[src/rtl/fetch_sequencer_pkg.sv]
// -----------------------------------------------------------------------------
// fetch_sequencer_pkg
// Shared types and defaults for the instruction-fetch path. The state
// encoding is also used by the decoder and by the bench.
// -----------------------------------------------------------------------------
package fetch_sequencer_pkg;

    localparam int DATA_LEN_DEF       = 16;
    localparam int TIMEOUT_CYCLES_DEF = 64;

    typedef enum logic [2:0] {
        ST_IDLE   = 3'd0,
        ST_REQ    = 3'd1,
        ST_WAIT   = 3'd2,
        ST_HOLD   = 3'd3,
        ST_BRANCH = 3'd4
    } fetch_state_t;

endpackage : fetch_sequencer_pkg

[src/rtl/fetch_timeout_counter.sv]
// -----------------------------------------------------------------------------
// fetch_timeout_counter
// Down-counter that flags the cycle in which i_limit enabled cycles have
// elapsed since the last clear.
//
// Ports:
//   clk, rst_n   system clock, async active-low reset
//   i_clear      reload the counter (the cycle before counting starts)
//   i_enable     count this cycle
//   i_limit      number of enabled cycles until expiry (must be >= 1)
//   o_expired    high in the enabled cycle that reaches the limit
// -----------------------------------------------------------------------------
module fetch_timeout_counter #(
    parameter int CNT_W = 8
) (
    input  logic             clk,
    input  logic             rst_n,
    input  logic             i_clear,
    input  logic             i_enable,
    input  logic [CNT_W-1:0] i_limit,
    output logic             o_expired
);

    logic [CNT_W-1:0] r_cnt;

    // Loading limit-1 makes the terminal count (zero) coincide with the
    // limit-th enabled cycle, so expiry needs no extra cycle of latency.
    always_ff @(posedge clk or negedge rst_n) begin
        if (!rst_n) begin
            r_cnt <= '0;
        end else if (i_clear) begin
            r_cnt <= i_limit - CNT_W'(1);
        end else if (i_enable && (r_cnt != '0)) begin
            r_cnt <= r_cnt - CNT_W'(1);
        end
    end

    assign o_expired = i_enable && (r_cnt == '0);

endmodule : fetch_timeout_counter

[src/rtl/fetch_sequencer.sv]
// -----------------------------------------------------------------------------
// fetch_sequencer
// Instruction-fetch controller in front of the PC register. Fetches the word
// at the PC over a req/ready handshake, hands it to the decoder over a
// valid/ack handshake, and strobes PC increment (at capture) or PC load
// (on a taken branch). All outputs are registered.
//
// Build option: FETCH_TIMEOUT_EN adds a WAIT-state timeout that raises a
// sticky o_fetch_err and parks the sequencer in IDLE.
//
// Ports:
//   clk, rst_n          system clock, async active-low reset
//   i_run               keep fetching while high
//   i_pc_in             current PC value
//   o_pc_inc, o_pc_we   PC increment / load strobes (never together)
//   o_c_bus_out         branch target for the PC load
//   o_imem_req/addr     instruction memory read request and address
//   i_imem_ready/rdata  instruction memory response
//   o_ir_out/valid      captured instruction to the decoder
//   i_ir_ack            decoder consumed the instruction
//   i_branch_req/target branch request, sampled with i_ir_ack
//   o_fetch_err         sticky timeout flag
//
// state     | meaning
// ----------+---------------------------------------------------------------
// ST_IDLE   | stopped; waits for i_run
// ST_REQ    | latch PC as fetch address, raise request
// ST_WAIT   | request outstanding; waiting for i_imem_ready
// ST_HOLD   | instruction presented; waiting for i_ir_ack
// ST_BRANCH | o_pc_we high; PC loads the target at the end of this cycle
// -----------------------------------------------------------------------------
module fetch_sequencer
    import fetch_sequencer_pkg::*;
#(
    parameter int DATA_LEN       = DATA_LEN_DEF,
    parameter int TIMEOUT_CYCLES = TIMEOUT_CYCLES_DEF
) (
    input  logic                clk,
    input  logic                rst_n,
    input  logic                i_run,
    input  logic [DATA_LEN-1:0] i_pc_in,
    output logic                o_pc_inc,
    output logic                o_pc_we,
    output logic [DATA_LEN-1:0] o_c_bus_out,
    output logic                o_imem_req,
    output logic [DATA_LEN-1:0] o_imem_addr,
    input  logic                i_imem_ready,
    input  logic [DATA_LEN-1:0] i_imem_rdata,
    output logic [DATA_LEN-1:0] o_ir_out,
    output logic                o_ir_valid,
    input  logic                i_ir_ack,
    input  logic                i_branch_req,
    input  logic [DATA_LEN-1:0] i_branch_target,
    output logic                o_fetch_err
);

    if (TIMEOUT_CYCLES < 1) begin : g_bad_timeout
        $error("fetch_sequencer: TIMEOUT_CYCLES must be at least 1");
    end

    fetch_state_t        r_state, w_state_nxt;
    logic                r_imem_req, w_imem_req_nxt;
    logic [DATA_LEN-1:0] r_imem_addr, w_imem_addr_nxt;
    logic [DATA_LEN-1:0] r_ir_out, w_ir_out_nxt;
    logic                r_ir_valid, w_ir_valid_nxt;
    logic                r_pc_inc, w_pc_inc_nxt;
    logic                r_pc_we, w_pc_we_nxt;
    logic [DATA_LEN-1:0] r_c_bus_out, w_c_bus_out_nxt;
    logic                w_run_ok;
    logic                w_expired;

`ifdef FETCH_TIMEOUT_EN
    localparam int CNT_W = $clog2(TIMEOUT_CYCLES + 1);
    localparam logic [CNT_W-1:0] TO_LIMIT = CNT_W'(TIMEOUT_CYCLES);

    logic r_fetch_err, w_fetch_err_nxt;
    logic w_cnt_clear;
    logic w_cnt_enable;

    // Reloading in REQ means the count is fresh on the first WAIT cycle.
    assign w_cnt_clear  = (r_state == ST_REQ);
    assign w_cnt_enable = (r_state == ST_WAIT) && !i_imem_ready;

    fetch_timeout_counter #(
        .CNT_W (CNT_W)
    ) u_timeout (
        .clk       (clk),
        .rst_n     (rst_n),
        .i_clear   (w_cnt_clear),
        .i_enable  (w_cnt_enable),
        .i_limit   (TO_LIMIT),
        .o_expired (w_expired)
    );

    // A latched error parks the sequencer until reset.
    assign w_run_ok    = i_run && !r_fetch_err;
    assign o_fetch_err = r_fetch_err;
`else
    assign w_expired   = 1'b0;
    assign w_run_ok    = i_run;
    assign o_fetch_err = 1'b0;
`endif

    always_comb begin
        w_state_nxt     = r_state;
        w_imem_req_nxt  = r_imem_req;
        w_imem_addr_nxt = r_imem_addr;
        w_ir_out_nxt    = r_ir_out;
        w_ir_valid_nxt  = r_ir_valid;
        w_pc_inc_nxt    = 1'b0;
        w_pc_we_nxt     = 1'b0;
        w_c_bus_out_nxt = r_c_bus_out;
`ifdef FETCH_TIMEOUT_EN
        w_fetch_err_nxt = r_fetch_err;
`endif

        unique case (r_state)
            ST_IDLE: begin
                if (w_run_ok) begin
                    w_state_nxt = ST_REQ;
                end
            end

            ST_REQ: begin
                w_imem_req_nxt  = 1'b1;
                w_imem_addr_nxt = i_pc_in;
                w_state_nxt     = ST_WAIT;
            end

            ST_WAIT: begin
                if (i_imem_ready) begin
                    // Increment at capture so the PC is already PC+1 by the
                    // time the next REQ samples it.
                    w_ir_out_nxt   = i_imem_rdata;
                    w_ir_valid_nxt = 1'b1;
                    w_imem_req_nxt = 1'b0;
                    w_pc_inc_nxt   = 1'b1;
                    w_state_nxt    = ST_HOLD;
                end else if (w_expired) begin
                    w_imem_req_nxt = 1'b0;
`ifdef FETCH_TIMEOUT_EN
                    w_fetch_err_nxt = 1'b1;
`endif
                    w_state_nxt    = ST_IDLE;
                end
            end

            ST_HOLD: begin
                if (i_ir_ack && r_ir_valid) begin
                    w_ir_valid_nxt = 1'b0;
                    if (i_branch_req) begin
                        // pc_inc fired in the capture cycle, which is already
                        // behind us, so the load cannot collide with it.
                        w_c_bus_out_nxt = i_branch_target;
                        w_pc_we_nxt     = 1'b1;
                        w_state_nxt     = ST_BRANCH;
                    end else if (w_run_ok) begin
                        w_state_nxt = ST_REQ;
                    end else begin
                        w_state_nxt = ST_IDLE;
                    end
                end
            end

            ST_BRANCH: begin
                w_state_nxt = w_run_ok ? ST_REQ : ST_IDLE;
            end

            default: begin
                w_state_nxt = ST_IDLE;
            end
        endcase
    end

    always_ff @(posedge clk or negedge rst_n) begin
        if (!rst_n) begin
            r_state     <= ST_IDLE;
            r_imem_req  <= 1'b0;
            r_imem_addr <= '0;
            r_ir_out    <= '0;
            r_ir_valid  <= 1'b0;
            r_pc_inc    <= 1'b0;
            r_pc_we     <= 1'b0;
            r_c_bus_out <= '0;
        end else begin
            r_state     <= w_state_nxt;
            r_imem_req  <= w_imem_req_nxt;
            r_imem_addr <= w_imem_addr_nxt;
            r_ir_out    <= w_ir_out_nxt;
            r_ir_valid  <= w_ir_valid_nxt;
            r_pc_inc    <= w_pc_inc_nxt;
            r_pc_we     <= w_pc_we_nxt;
            r_c_bus_out <= w_c_bus_out_nxt;
        end
    end

`ifdef FETCH_TIMEOUT_EN
    always_ff @(posedge clk or negedge rst_n) begin
        if (!rst_n) begin
            r_fetch_err <= 1'b0;
        end else begin
            r_fetch_err <= w_fetch_err_nxt;
        end
    end
`endif

    assign o_pc_inc    = r_pc_inc;
    assign o_pc_we     = r_pc_we;
    assign o_c_bus_out = r_c_bus_out;
    assign o_imem_req  = r_imem_req;
    assign o_imem_addr = r_imem_addr;
    assign o_ir_out    = r_ir_out;
    assign o_ir_valid  = r_ir_valid;

endmodule : fetch_sequencer

[config.mk]
export PLATFORM = sky130hd
export DESIGN_NAME = fetch_sequencer
export DESIGN_NICKNAME = d
export VERILOG_FILES = /design/src/rtl/fetch_sequencer_pkg.sv /design/src/rtl/fetch_timeout_counter.sv /design/src/rtl/fetch_sequencer.sv
export SDC_FILE = /design/constraint.sdc
export NUM_CORES = 1
export LEC_CHECK = 0
export ABC_AREA = 1
export ABC_CLOCK_PERIOD_IN_PS = 2050
export CAP_MARGIN = 10
export CORE_ASPECT_RATIO = 0.5
export CORE_MARGIN = 4
export CORE_UTILIZATION = 43
export DETAILED_ROUTE_END_ITERATION = 6
export PLACE_DENSITY = 0.81
export SETUP_SLACK_MARGIN = 0.1
export SLEW_MARGIN = 20
export SYNTH_ARGS = -nofsm -noshare
export SYNTH_HDL_FRONTEND = slang
export SYNTH_HIERARCHICAL = 1
export SYNTH_SLANG_ARGS = --single-unit
[constraint.sdc]
create_clock -name clk -period 2.05 [get_ports clk]
set_input_delay 0.205 -clock clk [delete_from_list [all_inputs] [get_ports clk]]
set_output_delay 0.205 -clock clk [all_outputs]
set_load 0.02 [all_outputs]
==> impl_metrics.py, run 1 <==
metrics = {
    "place": {
        "place_ws_ps": 520,
        "dpl.cell_count": 408,
        "io_buffers": 105,
        "place_congestion": 0.763,
        "dp_hpwl_um": 4270,
    },
    "timing": {
        "hold_viol": 0,
        "finalCriticalPeriod_ps": 1580,
        "drv_slew": 0,
        "maxSlewHeadroom_pct": 65.5,
        "setup_violations": 0,
        "worst_slew_pin_slew_ps": 518,
        "fin_skew_ps": 5.74,
        "fin_setup_tns_ps": 0,
        "rsz0062_at_grt": "false",
        "setup_ws_ps": 474,
        "fmax_ghz": 0.635,
        "min_period_over_period_pct": 76.9,
    },
    "cts": {
        "cts.sinks": 55,
        "hold_buffers": 1,
        "cts_resized": 0,
        "cts_max_level": 2,
        "clkTransAtPathRegs_ps": 90,
        "root_buffer": "clkbuf_8",
        "worstSkewPairLatency_ps": 300,
        "cts_setup_buffers": 0,
        "cts_buffer_depth": 2,
        "cts_buffers": 5,
        "cts_tree": "yes",
    },
    "synthesis": {
        "avgSynthCellArea_sq_um": 8.94,
        "synthSimpleGateAreaFrac_pct": 25.3,
        "synth-adder-area-share_pct": 0,
        "synth_top_family_by_area": "simple AND/OR/NAND/NOR gates",
        "synth_cell_types": 16,
        "synthXorXnorAreaFrac_pct": 0,
        "yosys_warnings": 6,
        "synth.area.mux_share_pct": 0,
        "synth_compound_area_share_pct": 4.05,
        "syn-num-nets": 296,
        "syn_area_sq_um": 2160,
        "syn_inst": 242,
        "ys_seq_area_share_pct": 63.6,
        "ys_ff_latch": 55,
    },
    "power_and_ir_drop": {
        "peakVddDrop_uv": 715,
        "powerDensity_nw_per_um2": 1490,
        "leakage_nw": 1.69,
    },
    "worst_hold_path": {
        "min_path_type": "primary input to async pin",
    },
    "outcome": {
        "outcome": "finished, final reports clean",
    },
    "route": {
        "drc": 0,
        "ant_nets": 0,
        "num_vias": 1873,
        "drt_iter0_drc": 51,
        "first_pass_iters": 4,
        "viasPerCell": 4.49,
        "wl_um": 5510,
        "routedWlPerCell_um": 13.2,
    },
    "setup_path": {
        "worst_setup_path_end_kind": "output port",
        "slowest_delay_ps": 640,
        "crit_chain": "clkdlybuf4s50_1",
        "endpoint": "o_ir_valid",
        "cp_top_family": "buffers and inverters",
        "timing.reg2reg.setup_slack_ps": 600,
        "r2r_cells": 6,
        "worstReg2RegEnd": "o_c_bus_out[5]",
        "critPathLaunchType": "flip-flop",
        "critical_path_cell_count": 1,
        "worst-endpoint-arrival_ps": 1370,
        "r2r-start": "r_state[1]",
        "crit_buf_inv": 1,
        "required_ps": 1850,
        "slowest_stage": "clkdlybuf4s50_1",
        "path_class": "flip-flop to output port",
        "cp_max_fo": 4,
        "crit_start": "o_ir_valid",
    },
    "die": {
        "rows": 17,
        "die_h_um": 58.2,
        "initial_core_util_pct": 46.9,
        "die_x_um": 108,
        "core-area_sq_um": 4620,
        "dieArea_sq_um": 6300,
        "io_pins": 107,
    },
    "layout": {
        "diodes": 0,
        "layout.nets": 404,
        "layout.cells.non_filler": 417,
        "syn2layout_area_growth_pct": 56.0,
        "final.fill_count": 345,
        "drive_above_1_share_pct": 4.27,
        "post-route-util_pct": 73.1,
        "seq_area_sq_um": 1380,
        "multi_input_area_sq_um": 639,
    },
    "grt": {
        "antenna_found_initial": 0,
        "grt_max_degree": 33,
        "grt_pass1_wl_um": 9090,
        "grt.overflow.total": 0,
        "grt_pass1_vias": 1929,
        "grt_usage_pct": 18.3,
    },
    "flow_run": {
        "maxCapViolCount": 0,
    },
}
[worst reg2reg max path: stages, from the launching register on]
cell      delay, ps
dfrtp_1         430
nand2_1         130
nor2_4          160
nand4_4         260
clkinv_2        280
nand2_1          90
nand2_1          60
[placed cells by master, fill, tap and decap left out]
cell type / n
nand2_1: 123
clkinv_1: 1
nand4_4: 1
buf_2: 1
nand3_1: 4
buf_4: 4
clkbuf_8: 7
clkinv_2: 1
inv_1: 22
conb_1: 1
dfrtp_1: 55
nor2_1: 5
clkbuf_1: 1
clkdlybuf4s50_1: 104
a21boi_0: 1
o21ai_0: 16
nor2_4: 1
nand3b_1: 2
dlygate4sd3_1: 1
[worst min-delay path by stage]
stage,from,end,slack [ps],cells after the start
2_1_floorplan,rst_n,o_c_bus_out[0],-90,0
3_3_place_gp,rst_n,o_c_bus_out[2],200,1
3_5_place_dp,rst_n,o_c_bus_out[2],210,1
4_1_cts,rst_n,o_c_bus_out[2],420,2
5_1_grt,i_branch_target[7],o_c_bus_out[7],430,3
6_report,rst_n,o_c_bus_out[7],410,2
[stage by stage]
step | power, mW | instance area [sq um] | hold slack (ps)
floorplan | 3.14 | 2160 | -90.6
global placement | 4.35 | 3270 | 200
detailed placement | 4.43 | 3270 | 211
CTS | 5.07 | 3380 | 418
global route | 5.37 | 3380 | 432
finish | 5.03 | 3380 | 407
[sequential cells by signal (all words and copies together) (netlist names)]
| register | cells |
|---|---|
| o_ir_out | 16 |
| o_c_bus_out | 16 |
| o_imem_req | 1 |
| o_pc_we | 1 |
| o_imem_addr | 16 |
| r_state | 3 |
| o_ir_valid | 1 |
| o_pc_inc | 1 |
[routing by layer]
| layer | wire [um] | GRT usage [%] | vias up |
|---|---|---|---|
| met4 | 73 | 3.78 | 0 |
| met5 | 0 | 0 | - |
| li1 | - | - | 941 |
| met1 | 2240 | 20.9 | 885 |
| met3 | 284 | 4.67 | 6 |
| met2 | 2920 | 34.9 | 41 |
[kinds of logic (layout without fill, tap and decap cells)]
kind of cell / count (synthesis) / count (layout)
compound gates: 17 / 17
simple gates: 136 / 136
other cells: 1 / 1
flops: 55 / 55
buf+inv: 33 / 142
[final cells by class]
cell class                 count  area share (%)
timing repair buffer         110            32.2
tap                           66            2.45
inverter                      24            2.71
sequential                    55            40.8
multi-input combinational    154            18.9
clock buffer                   8            2.97
[synthesized netlist by cell type (all sizes together)]
master	number	share of area (%)
a21boi	1	0.35
buf	9	2.6
clkinv	2	0.40
conb	1	0.17
dfrtp	55	64
inv	22	3.8
nand2	123	21
nand3	4	0.93
nand3b	2	0.69
nand4	1	0.98
nor2	6	1.4
o21ai	16	3.7
[power breakdown]
part | switching (mW) | internal, mW
registers | 0.296 | 1.58
clock network | 0.327 | 0.309
logic | 1.34 | 1.17
total | 1.97 | 3.06
No activity file was read; power rests on OpenSTA's default activity.
==> run 2: changes to the inputs <==
--- a/config.mk
+++ b/config.mk
@@ -6,13 +6,13 @@
 export NUM_CORES = 1
 export LEC_CHECK = 0
 export ABC_AREA = 1
-export ABC_CLOCK_PERIOD_IN_PS = 2050
+export ABC_CLOCK_PERIOD_IN_PS = 1500
 export CAP_MARGIN = 10
 export CORE_ASPECT_RATIO = 0.5
 export CORE_MARGIN = 4
-export CORE_UTILIZATION = 43
+export CORE_UTILIZATION = 40
 export DETAILED_ROUTE_END_ITERATION = 6
-export PLACE_DENSITY = 0.81
+export PLACE_DENSITY = 0.76
 export SETUP_SLACK_MARGIN = 0.1
 export SLEW_MARGIN = 20
 export SYNTH_ARGS = -nofsm -noshare
==> constraint.sdc (replaced) <==
create_clock -name clk -period 1.5 [get_ports clk]
set_input_delay 0.15 -clock clk [delete_from_list [all_inputs] [get_ports clk]]
set_output_delay 0.15 -clock clk [all_outputs]
set_load 0.02 [all_outputs]
==> impl_metrics.py, run 2 (same netlist as run 1, synthesis figures left out) <==
metrics = {
    "timing": {
        "drv_slew": 0,
        "rsz0062_at_grt": "false",
        "hold_viol": 0,
        "fmax_ghz": 0.775,
        "finalCriticalPeriod_ps": 1290,
        "fin_skew_ps": 7.58,
        "setup_violations": 0,
        "min_period_over_period_pct": 86.0,
        "fin_setup_tns_ps": 0,
    },
    "die": {
        "die_h_um": 60,
        "initial_core_util_pct": 42.7,
        "io_pins": 107,
        "dieArea_sq_um": 6720,
        "die_x_um": 112,
        "core-area_sq_um": 5070,
        "rows": 18,
    },
    "layout": {
        "syn2layout_area_growth_pct": 54.2,
        "final_cell_mix": "nand2_1 (123), dfrtp_1 (55), clkdlybuf4s50_1 (52)",
        "layout.nets": 407,
        "diodes": 0,
        "drive_above_1_share_pct": 5.11,
        "layout_commonest_cell": "nand2_1",
        "layout.cells.non_filler": 422,
    },
    "setup_path": {
        "worst-endpoint-arrival_ps": 1540,
        "cp_max_fo": 17,
        "endpoint": "o_ir_out[0]",
        "crit_buf_inv": 2,
        "critical_path_cell_count": 6,
        "r2r-start": "r_state[2]",
        "r2r_cells": 6,
        "path_class": "flip-flop to flip-flop",
        "timing.reg2reg.setup_slack_ps": 210,
        "timing.critical_path.mode_cell": "nand2_1",
        "cp_top_family": "simple AND/OR/NAND/NOR gates",
        "slowest_stage": "dfrtp_1",
        "critPathLaunchType": "flip-flop",
        "worst_setup_path_end_kind": "flip-flop",
        "required_ps": 1750,
        "crit_chain": "nor2_2 > nand3_2 > clkinv_1 > buf_4 > nand2_1 > nand2_1",
        "slowest_delay_ps": 460,
        "crit_start": "r_state[2]",
        "worstReg2RegEnd": "o_ir_out[0]",
    },
    "outcome": {
        "outcome": "finished, final reports clean",
    },
    "route": {
        "drt_iter0_drc": 85,
        "num_vias": 1860,
        "wl_um": 5530,
        "drc": 0,
        "first_pass_iters": 6,
        "routedWlPerCell_um": 13.1,
        "viasPerCell": 4.41,
        "ant_nets": 0,
    },
    "place": {
        "place_congestion": 0.717,
        "dp_hpwl_um": 4180,
        "io_buffers": 105,
        "dpl.cell_count": 414,
    },
    "grt": {
        "antenna_found_initial": 0,
        "grt_usage_pct": 16.8,
        "grt_pass1_vias": 1932,
        "grt_max_degree": 39,
        "grt.overflow.total": 0,
        "grt_pass1_wl_um": 8850,
    },
    "cts": {
        "cts_tree": "yes",
        "root_buffer": "clkbuf_8",
        "clkTransAtPathRegs_ps": 90,
        "cts_buffers": 5,
        "cts_buffer_depth": 2,
        "worstSkewPairLatency_ps": 300,
        "cts.sinks": 55,
        "cts_max_level": 2,
    },
    "power_and_ir_drop": {
        "peakVddDrop_uv": 909,
        "powerDensity_nw_per_um2": 1900,
        "leakage_nw": 1.84,
    },
    "worst_hold_path": {
        "min_path_type": "primary input to async pin",
    },
    "flow_run": {
        "maxCapViolCount": 0,
    },
}
run 2: cell type report:
cell class | instances | area, sq um
Fill cell | 444 | 1730
Inverter | 24 | 92.6
Sequential cell | 55 | 1380
Tap cell | 70 | 87.6
Timing Repair Buffer | 113 | 1060
Multi-Input combinational cell | 154 | 647
Clock buffer | 6 | 72.6
run 2: where the power goes:
part           leakage, nW  internal [mW]  switching [mW]
Sequential           0.688           2.16           0.376
Combinational         1.11           1.17            1.85
Clock               0.0371          0.313           0.452
run 2: metal layers:
layer,vias to the layer above,GRT usage (%),routed length [um]
met5,-,0,0
met4,0,7.53,117
met3,11,3.64,244
met2,45,30.5,2900
met1,862,19.8,2270
li1,942,-,-
run 2: worst min path at each step:
stage	startpoint	end	slack [ps]	cells after the start
6_report	rst_n	o_imem_addr[7]	310	2
5_1_grt	rst_n	o_imem_addr[7]	360	2
4_1_cts	rst_n	o_imem_addr[2]	320	2
3_5_place_dp	rst_n	o_imem_addr[7]	120	1
3_3_place_gp	rst_n	o_pc_we	110	1
2_1_floorplan	rst_n	o_c_bus_out[0]	-150	0
run 2: metrics by stage:
step	power (mW)	util, %	hold slack, ps	worst slack (ps)	cell area (sq um)
after floorplan	4.30	-	-146	298	2160
after CTS	6.39	65.5	322	103	3320
after global routing	6.81	65.8	355	106	3340
after global placement	5.99	65.1	113	193	3300
after detailed placement	6.09	65.1	124	151	3300
final	6.33	65.8	314	210	3340
run 2: timing repair:
item / 4_1_cts / 5_1_grt
endpoints found under the hold margin: 17 / 0
buffers inserted: 0 / 1
hold buffers: 1 / 0
pin swaps: 0 / 0
setup endpoints to repair: 51 / 33
gates cloned: 0 / 0
gates resized for setup: 51 / 4
